$ cat src/rtl/uart_frame_parser.sv
// Byte-stream framer: SOF, CMD, LEN, payload, CSUM -> ready/valid replay plus status pulses.
// Optional inter-byte timeout built only when UART_FRAME_TIMEOUT_EN is defined.
module uart_frame_parser #(
   parameter int unsigned CLK_FREQ      = 100_000_000,
   parameter int unsigned BAUD_RATE     = 115_200,
   parameter int unsigned MAX_LEN       = 16,
   parameter logic [7:0]  SOF           = 8'hA5,
   parameter int unsigned TIMEOUT_BYTES = 4
) (
   input  logic                         clk,
   input  logic                         rst_n,
   input  logic [7:0]                   in_data,
   input  logic                         in_valid,
   output logic [7:0]                   m_data,
   output logic                         m_valid,
   input  logic                         m_ready,
   output logic                         m_last,
   output logic [7:0]                   cmd_out,
   output logic [$clog2(MAX_LEN+1)-1:0] len_out,
   output logic                         frame_ok,
   output logic                         err_csum,
   output logic                         err_len,
   output logic                         err_timeout,
   output logic                         err_drop
);

   localparam int unsigned LW = $clog2(MAX_LEN + 1);
   localparam int unsigned IW = (MAX_LEN > 1) ? $clog2(MAX_LEN) : 1;

   typedef enum logic [2:0] {
      S_IDLE,
      S_CMD,
      S_LEN,
      S_PAYLOAD,
      S_CSUM,
      S_OUT
   } state_t;

   state_t        state, state_nxt;
   logic [7:0]    sum;
   logic [7:0]    cmd_reg;
   logic [LW-1:0] len_reg;
   logic [LW-1:0] idx;
   logic [LW-1:0] beat;
   logic [LW-1:0] beat_m1;
   logic [7:0]    buffer [MAX_LEN];

   logic ok_nxt, csum_nxt, len_nxt, to_nxt, drop_nxt;
   logic len_bad, last_pl, csum_good, fire, beat_last, timeout_hit, is_sof;

   assign is_sof    = (in_data == SOF);
   assign len_bad   = 32'(in_data) > MAX_LEN;
   assign last_pl   = (idx == len_reg - LW'(1));
   assign csum_good = (8'(sum + in_data) == 8'h00);
   assign fire      = m_valid && m_ready;
   assign beat_last = (beat == len_reg);
   assign beat_m1   = beat - LW'(1);
   assign cmd_out   = cmd_reg;
   assign len_out   = len_reg;

`ifdef UART_FRAME_TIMEOUT_EN
   localparam int unsigned TCYC = TIMEOUT_BYTES * 10 * (CLK_FREQ / BAUD_RATE);
   localparam int unsigned TW   = $clog2(TCYC + 1);

   logic [TW-1:0] tcnt;
   logic          busy;

   assign busy        = (state == S_CMD) || (state == S_LEN) ||
                        (state == S_PAYLOAD) || (state == S_CSUM);
   assign timeout_hit = busy && !in_valid && (tcnt == TW'(TCYC - 1));

   always_ff @(posedge clk or negedge rst_n) begin
      if (!rst_n)
         tcnt <= '0;
      else if (!busy || in_valid || timeout_hit)
         tcnt <= '0;
      else
         tcnt <= tcnt + TW'(1);
   end
`else
   assign timeout_hit = 1'b0;
`endif

   always_comb begin
      state_nxt = state;
      ok_nxt    = 1'b0;
      csum_nxt  = 1'b0;
      len_nxt   = 1'b0;
      to_nxt    = 1'b0;
      drop_nxt  = 1'b0;
      m_valid   = (state == S_OUT);
      m_last    = (state == S_OUT) && beat_last;
      m_data    = '0;
      if (state == S_OUT)
         m_data = (beat == '0) ? cmd_reg : buffer[beat_m1[IW-1:0]];

      if (timeout_hit) begin
         state_nxt = S_IDLE;
         to_nxt    = 1'b1;
      end else begin
         case (state)
            S_IDLE:
               if (in_valid && is_sof) state_nxt = S_CMD;
            S_CMD:
               if (in_valid) state_nxt = S_LEN;
            S_LEN:
               if (in_valid) begin
                  if (len_bad) begin
                     state_nxt = S_IDLE;
                     len_nxt   = 1'b1;
                  end else if (in_data == 8'h00) begin
                     state_nxt = S_CSUM;
                  end else begin
                     state_nxt = S_PAYLOAD;
                  end
               end
            S_PAYLOAD:
               if (in_valid && last_pl) state_nxt = S_CSUM;
            S_CSUM:
               if (in_valid) begin
                  if (csum_good) begin
                     state_nxt = S_OUT;
                     ok_nxt    = 1'b1;
                  end else begin
                     state_nxt = S_IDLE;
                     csum_nxt  = 1'b1;
                  end
               end
            S_OUT: begin
               // Input bytes cannot be stalled, so anything arriving during replay is lost.
               drop_nxt = in_valid;
               if (fire && beat_last) state_nxt = S_IDLE;
            end
            default: state_nxt = S_IDLE;
         endcase
      end
   end

   always_ff @(posedge clk or negedge rst_n) begin
      if (!rst_n) begin
         state       <= S_IDLE;
         frame_ok    <= 1'b0;
         err_csum    <= 1'b0;
         err_len     <= 1'b0;
         err_timeout <= 1'b0;
         err_drop    <= 1'b0;
      end else begin
         state       <= state_nxt;
         frame_ok    <= ok_nxt;
         err_csum    <= csum_nxt;
         err_len     <= len_nxt;
         err_timeout <= to_nxt;
         err_drop    <= drop_nxt;
      end
   end

   always_ff @(posedge clk or negedge rst_n) begin
      if (!rst_n) begin
         sum     <= '0;
         idx     <= '0;
         cmd_reg <= '0;
         len_reg <= '0;
         beat    <= '0;
      end else begin
         if (in_valid) begin
            case (state)
               S_IDLE:
                  if (is_sof) begin
                     sum <= '0;
                     idx <= '0;
                  end
               S_CMD: begin
                  cmd_reg <= in_data;
                  sum     <= sum + in_data;
               end
               S_LEN:
                  if (!len_bad) begin
                     len_reg <= in_data[LW-1:0];
                     sum     <= sum + in_data;
                  end
               S_PAYLOAD: begin
                  idx <= idx + LW'(1);
                  sum <= sum + in_data;
               end
               S_CSUM:
                  beat <= '0;
               default: ;
            endcase
         end
         if (fire)
            beat <= beat + LW'(1);
      end
   end

   always_ff @(posedge clk) begin
      if (state == S_PAYLOAD && in_valid)
         buffer[idx[IW-1:0]] <= in_data;
   end

endmodule
$ cat config.mk
export PLATFORM = sky130hd
export DESIGN_NAME = uart_frame_parser
export DESIGN_NICKNAME = d
export VERILOG_FILES = /design/src/rtl/uart_frame_parser.sv
export SDC_FILE = /design/constraint.sdc
export NUM_CORES = 1
export LEC_CHECK = 0
export ABC_CLOCK_PERIOD_IN_PS = 6700
export BUFFER_PORTS_ARGS = -buffer_cell sky130_fd_sc_hd__buf_4
export CORE_ASPECT_RATIO = 0.6
export CORE_MARGIN = 1.5
export CORE_UTILIZATION = 55
export CTS_CLUSTER_DIAMETER = 60
export DETAILED_ROUTE_END_ITERATION = 10
export PLACE_DENSITY = 0.84
export SYNTH_ARGS = -nofsm -noshare
export SYNTH_HDL_FRONTEND = slang
export SYNTH_SLANG_ARGS = --single-unit
$ cat constraint.sdc
create_clock -name clk -period 6.7 [get_ports clk]
set_input_delay 1.005 -clock clk [delete_from_list [all_inputs] [get_ports clk]]
set_output_delay 1.005 -clock clk [all_outputs]
set_load 0.005 [all_outputs]
==> results of run 1 <==
synthesized netlist by cell type (2+ instances only):
master	count
edfxtp_1	128
nand2_1	43
mux4_2	40
dfrtp_1	38
nor2_1	29
ha_1	15
mux2_2	14
a21oi_1	13
nand3_1	11
o21ai_0	10
inv_1	9
nor3_1	9
xor2_1	9
clkbuf_1	8
o21ai_1	8
xnor2_1	8
buf_2	6
o31ai_1	5
nand2b_1	4
o211ai_1	4
a211o_1	3
a21o_1	3
clkbuf_8	3
a31oi_1	2
and3_1	2
nand3b_1	2
nor4_1	2
or4_1	2
xnor2_2	2
state kept, by name, summed over array words and instances, names as in the netlist:
register and cells:
beat 5, buffer 128, cmd_out 8, err_csum 1, err_drop 1, err_len 1, frame_ok 1, idx 5
len_out 5, state 3, sum 8
final timing paths:
| check | from | end | slack (ns) | cells past startpoint |
|---|---|---|---|---|
| max | beat[0] | m_data[3] | 2.56 | 7 |
| min | sum[5] | sum[5] | 0.48 | 2 |
| max reg2reg | state[1] | buffer[5][5] | 3.81 | 5 |
| min reg2reg | sum[5] | sum[5] | 0.48 | 2 |
| max in group asynchronous | rst_n | beat[0] | 5.79 | 1 |
| min in group asynchronous | rst_n | cmd_out[5] | 0.54 | 1 |
cells by family (layout without fill, tap and decap cells):
kind of cell,count (synthesis),after routing,synth area share [%]
AO/OA/AOI/OAI,60,60,5.475
XOR/XNOR,19,19,2.443
adder cells (fa/ha/maj),16,16,2.797
buffers and inverters,27,86,1.921
flip-flops,166,166,64.56
multiplexers,55,55,14.39
other,1,1,0.05049
AND/OR/NAND/NOR,122,122,8.373
stage by stage:
step           area, µm²  std cells  hold slack (ns)
2_1_floorplan       7427        466           0.4473
3_3_place_gp        7870        663           0.4602
3_5_place_dp        7870        663           0.4723
4_1_cts             8476        695           0.4866
5_1_grt             8476        695           0.5191
6_report            8476        695           0.4815
power breakdown:
| part | internal, mW | total (mW) | switching, mW | leakage [nW] |
|---|---|---|---|---|
| combinational | 0.664 | 1.36 | 0.697 | 1.14 |
| sequential | 1.21 | 1.34 | 0.135 | 1.64 |
| clock | 0.589 | 0.997 | 0.408 | 0.298 |
| total | 2.46 | 3.70 | 1.24 | 3.08 |
area by class of cell:
class / count / area (µm²) / area share [%]
well taps: 170 / 212.7 / 2.510
clock buffers: 17 / 425.4 / 5.019
flip-flops and latches: 166 / 4796 / 56.58
clock inverters: 15 / 180.2 / 2.126
repair buffers: 45 / 337.8 / 3.986
inverters: 9 / 33.78 / 0.3986
multi-input cells: 273 / 2490 / 29.38
critical path, stage by stage, from the launching register on:
cell,delay [ns]
dfrtp_2,0.36
buf_4,0.56
nor3_1,0.15
xnor2_1,0.82
mux4_2,0.38
nand2_1,0.07
a21oi_1,0.21
buf_4,0.16
layer usage:
metal  wire [µm]  share of wire (%)  track usage (%)
met3        1455                8.5            5.653
met5           0                  0                0
met2        7711                 45            38.79
met4         235                1.4            6.944
met1        7794                 45            39.99
==> impl_results.md, run 1 <==
* Status: complete, but fails checks
* Failing checks: DRC
* Vias per cell at 6.354
* Post-synth EDFFs at 128
* Syn_nets at between 400 and 500
* Setup TNS Final at 0 ns
* Commonest non-fill, non-tap cells in the layout: edfxtp_1, buf_4, nand2_1, mux4_2, dfrtp_1
* Clock skew at just over 0.006 ns
* Fin util at between 60% and 70%
* Crit Path Category: reg -> out
* Top post-synthesis cells by area: edfxtp_1, dfrtp_1, mux4_2
* Mean Syn Cell Area at 15.94 µm²
* Setup Buffers After CTS at 0
* Number of CTS-inserted buffers at 17
* Count of cell types in the netlist at 63
* Initial antenna violation count at 0
* Final wirelength at approximately 17000 µm
* Vias in the first global route at 4463
* Register area share after synthesis at 64.56%
* Root Driver: clkbuf_16
* Number of synthesis warnings at 0
* Avg WL per Cell at around 25 µm
* Dpl ws at slightly above 3 ns
* Unrepaired setup endpoints after global routing: false
* TritonCTS clock tree: done
* Routed Antenna Nets at 0
* Seq cells post-synth at about 170
* Period minus WS final at 4.141 ns
* Post-Synthesis Cell Area at 0.007427 mm²
* Htree depth at 4
* First drt pass iteration count at 10
* Final Slew Violations at 0
* Max Cap Viol at 0
* Post-layout total power at 3.700 mW
* Slew HR at between 20% and 30%
* Clock Latency Late Sink at 0.42 ns
* Ys async rst share at 22.89%
* Total die area at 0.01423 mm²
* Worst slew pin tran at 1.108 ns
* CORE AREA at 0.01301 mm²
* Cells after Synth at 466
* Hold Buf Count CTS at 0
* Required @ worst endpoint at about 5.7 ns
* Die Ht at 93.02 µm
* GRT Resource Usage Total at 26.25%
* Total grt overflow at 0
* Peak Freq at roughly 0.24 GHz
* Pwr per Cell Area at 436.6 mW/mm²
* Worst setup EP type: output port
* Fin crit share at 61.81%
* Rows at 32
* PortBufs at 38
* Fillers at 848
* Most common cell after layout, fill and taps aside: edfxtp_1
* Routability cong. at just under 0.9
* Clk sinks at 166
* Die Wd at 153.0 µm
* Synth area leader: edfxtp_1
* Data arrival, critical path at 3.14 ns
* Cts repair resizes at 0
* Max IR drop VDD at ~0.00021 V
* P&R area growth vs syn at 14.12%
* DRT iter0 DRCs at 651
* Share of cells above drive strength 1 at 27.43%
* IO Count at 40
* # diodes at 0
* Worst min path class: reg -> reg
* Final net count at 540
* First-pass GRT wire length at about 27000 µm
* Ys flop type: edfxtp_1
* Reg clk slew, reported paths at 0.06 ns
* Finish-stage setup viols at 0
* Final worst slack at around 2.6 ns
* Dpl hpwl at approximately 11000 µm
* Crit-path max FO at 38
* Drt drc at 3
* Clk buf depth at 2
* Via count at 4416
* Starting Density at 57.08%
* Largest net degree at the start of global routing at 39
* Crit start category: flop
* Final hold viol count at 0
* Post-synth top area share at 51.75%
* Static leakage at 3.082 nW
(Power assumes the default switching activity.)
==> run 2: changes to the inputs <==
- ABC_CLOCK_PERIOD_IN_PS: 6700 -> 4000
- clock period: 6.7 -> 4 ns (I/O delays scaled with it)
==> run 2 against run 1 <==
Effect of this change: the flow now finishes without violations; critical path depth increased by 1; first-iteration DRC count fell by 13%; routed wire length is 0.43% lower; sequential share of layout area fell by 0.25 points; combinational power increased by 70%; worst setup slack worse by 2.3 ns; final cell count is 0.14% higher; flip-flop and latch count did not move; total power increased by 68%; clock skew rose by 0.0040 ns; highest routed layer unchanged.
==> impl_results.md, run 2 (synthesis results as in run 1) <==
* Avg WL per Cell at 24.60 µm (-0.57%)
* Final hold viol count at 0 (unchanged)
* Total grt overflow at 0 (unchanged)
* Max Cap Viol at 0 (unchanged)
* Drt drc at 0 (-3)
* IO Count at 40 (unchanged)
* Final Slew Violations at 0 (unchanged)
* Clk sinks at 166 (unchanged)
* Number of CTS-inserted buffers at 17 (unchanged)
* Worst min path class: in -> async
* Most frequent CP cell: mux4_2
* Root Driver: clkbuf_16
* CP cell instances: inv_1 -> ha_1 -> buf_12 -> mux4_2 -> mux4_2 -> nand2_1 -> a21oi_1 -> buf_4
* Starting Density at 57.08% (unchanged)
* Static leakage at 3.099 nW (+0.54%)
* Finished Cell Area at 0.008513 mm² (+0.44%)
* Slowest cell on crit path: ha_1
* GRT Resource Usage Total at 26.07% (-0.19 points)
* CORE AREA at 0.01301 mm² (unchanged)
* Share of cells above drive strength 1 at 27.76% (+0.33 points)
* CP bufs+invs at 3 (+1)
* Hold Buf Count CTS at 0 (unchanged)
* TritonCTS clock tree: done
* CP max stage delay at 0.65 ns (-0.17 ns)
* Commonest non-fill, non-tap cells in the layout: edfxtp_1, buf_4, nand2_1, mux4_2, dfrtp_1
* Fillers at 852 (+0.47%)
* Peak Freq at 0.2701 GHz
* Delay-heaviest family, CP: multiplexers
* Post-DP Area at 0.007890 mm² (+0.25%)
* Slew HR at 32.34% (+6.5 points)
* Rows at 32 (unchanged)
* Initial antenna violation count at 0 (unchanged)
* Required @ worst endpoint at 3.40 ns (-2.29 ns)
* Crit start category: flop
* Total die area at 0.01423 mm² (unchanged)
* Worst slew pin tran at 1.001 ns (-0.1069 ns)
* DRT iter0 DRCs at 566 (-13%)
* Unrepaired setup endpoints after global routing: false
* Fin crit share at between 90% and 100%
* Final wirelength at 17120 µm (-0.43%)
* Period minus WS final at ~3.7 ns
* Data arrival, critical path at 3.10 ns (-0.04 ns)
* Pwr per Cell Area at 730.8 mW/mm² (+67%)
* Routed Antenna Nets at 0 (unchanged)
* Vias in the first global route at 4468 (+0.11%)
* Dpl hpwl at 11200 µm (-0.87%)
* Largest net degree at the start of global routing at 39 (unchanged)
* Die Wd at 153.0 µm (unchanged)
* FF/Latch Area at 0.004796 mm² (unchanged)
* First drt pass iteration count at 8 (-2)
* Worst setup EP type: output port
* First-pass GRT wire length at 26970 µm (+1.0%)
* Via count at 4468 (+1.2%)
* Final net count at 541 (+0.19%)
* Vias per cell at 6.420 (+1.0%)
* Htree depth at 4 (unchanged)
* Max IR drop VDD at 0.0003607 V (+71%)
* Die Ht at 93.02 µm (unchanged)
* Setup Buffers After CTS at 0 (unchanged)
* Crit Path Category: reg -> out
* Max reg flops at 128 (unchanged)
* Area of the multi-input gates at 0.002490 mm² (unchanged)
* Clock Latency Late Sink at 0.42 ns (about the same)
* P&R area growth vs syn at 14.62%
* Reg clk slew, reported paths at 0.07 ns (about the same)
* # diodes at 0 (unchanged)
* Cts repair resizes at 0 (unchanged)
* Post-layout total power at 6.221 mW (+68%)
* PortBufs at 38 (unchanged)
* Finish-stage setup viols at 0 (unchanged)
* Crit-path max FO at 23 (-39%)
* Setup TNS Final at 0 ns (unchanged)
* Routability cong. at 0.9075 (+1.9%)
* Most common cell after layout, fill and taps aside: edfxtp_1
* Clk buf depth at 2 (unchanged)
* Status: complete, no violations
* Clock skew at 0.01007 ns (+0.004021 ns)
[run 2: changes by cell type in the layout (fill, tap and decap cells not counted)]
cell | previous run | this run
clkbuf_16 | 17 | 21
bufinv_16 | 3 | 0
clkbuf_8 | 0 | 3
clkinv_1 | 2 | 0
clkinv_4 | 6 | 4
buf_12 | 0 | 1
clkbuf_1 | 0 | 1
clkinvlp_4 | 0 | 1
inv_6 | 1 | 0
inv_8 | 1 | 0
[run 2: routing by layer]
metal / GRT usage [%] / wire length, µm / up-vias
met2: 39.05 / 7942 / 227
met1: 38.31 / 7497 / 2295
met5: 0 / 0 / -
met4: 8.252 / 260 / 0
li1: - / - / 1917
met3: 6.117 / 1422 / 29
[run 2: layout make-up]
cell class	count	area share (%)
flip-flops and latches	166	56.33
inverters	9	0.3968
multi-input cells	273	29.25
clock buffers	25	6.702
clock inverters	7	0.6173
repair buffers	46	4.203
well taps	170	2.499
[run 2: worst reg2reg max path, cell delays in order, from the launching register on]
cell,delay (ns)
dfrtp_1,0.38
ha_1,0.23
fa_1,0.42
a211o_1,0.35
and4b_1,0.20
a311oi_1,0.34
and4_2,0.35
o21ai_0,0.10
a31oi_1,0.22
[run 2: path summary, 6_finish.rpt]
kind | from | to | slack (ns) | cells after the start
min reg2reg | sum[2] | sum[2] | 0.50 | 2
max reg2reg | sum[0] | state[0] | 1.32 | 8
max in group asynchronous | rst_n | sum[1] | 3.49 | 1
max | beat[1] | m_data[0] | 0.30 | 8
min in group clk | m_ready | beat[2] | 0.48 | 3
min | rst_n | cmd_out[1] | 0.14 | 1
[run 2: metrics by stage]
stage | utilization, % | setup slack, ns | hold slack [ns] | instances
after global placement | 60.63 | 0.8933 | 0.4628 | 664
after detailed placement | 60.63 | 0.8143 | 0.4790 | 664
after CTS | 65.42 | 0.2785 | 0.1481 | 696
after floorplan | - | 1.010 | 0.3044 | 466
after global routing | 65.42 | 0.1575 | 0.1773 | 696
final | 65.42 | 0.2978 | 0.1382 | 696
[run 2: where the power goes]
| group | total, mW | switching, mW | internal (mW) |
|---|---|---|---|
| clock | 1.67 | 0.671 | 0.996 |
| combinational | 2.31 | 1.16 | 1.14 |
| sequential | 2.25 | 0.222 | 2.02 |
| total | 6.22 | 2.06 | 4.16 |
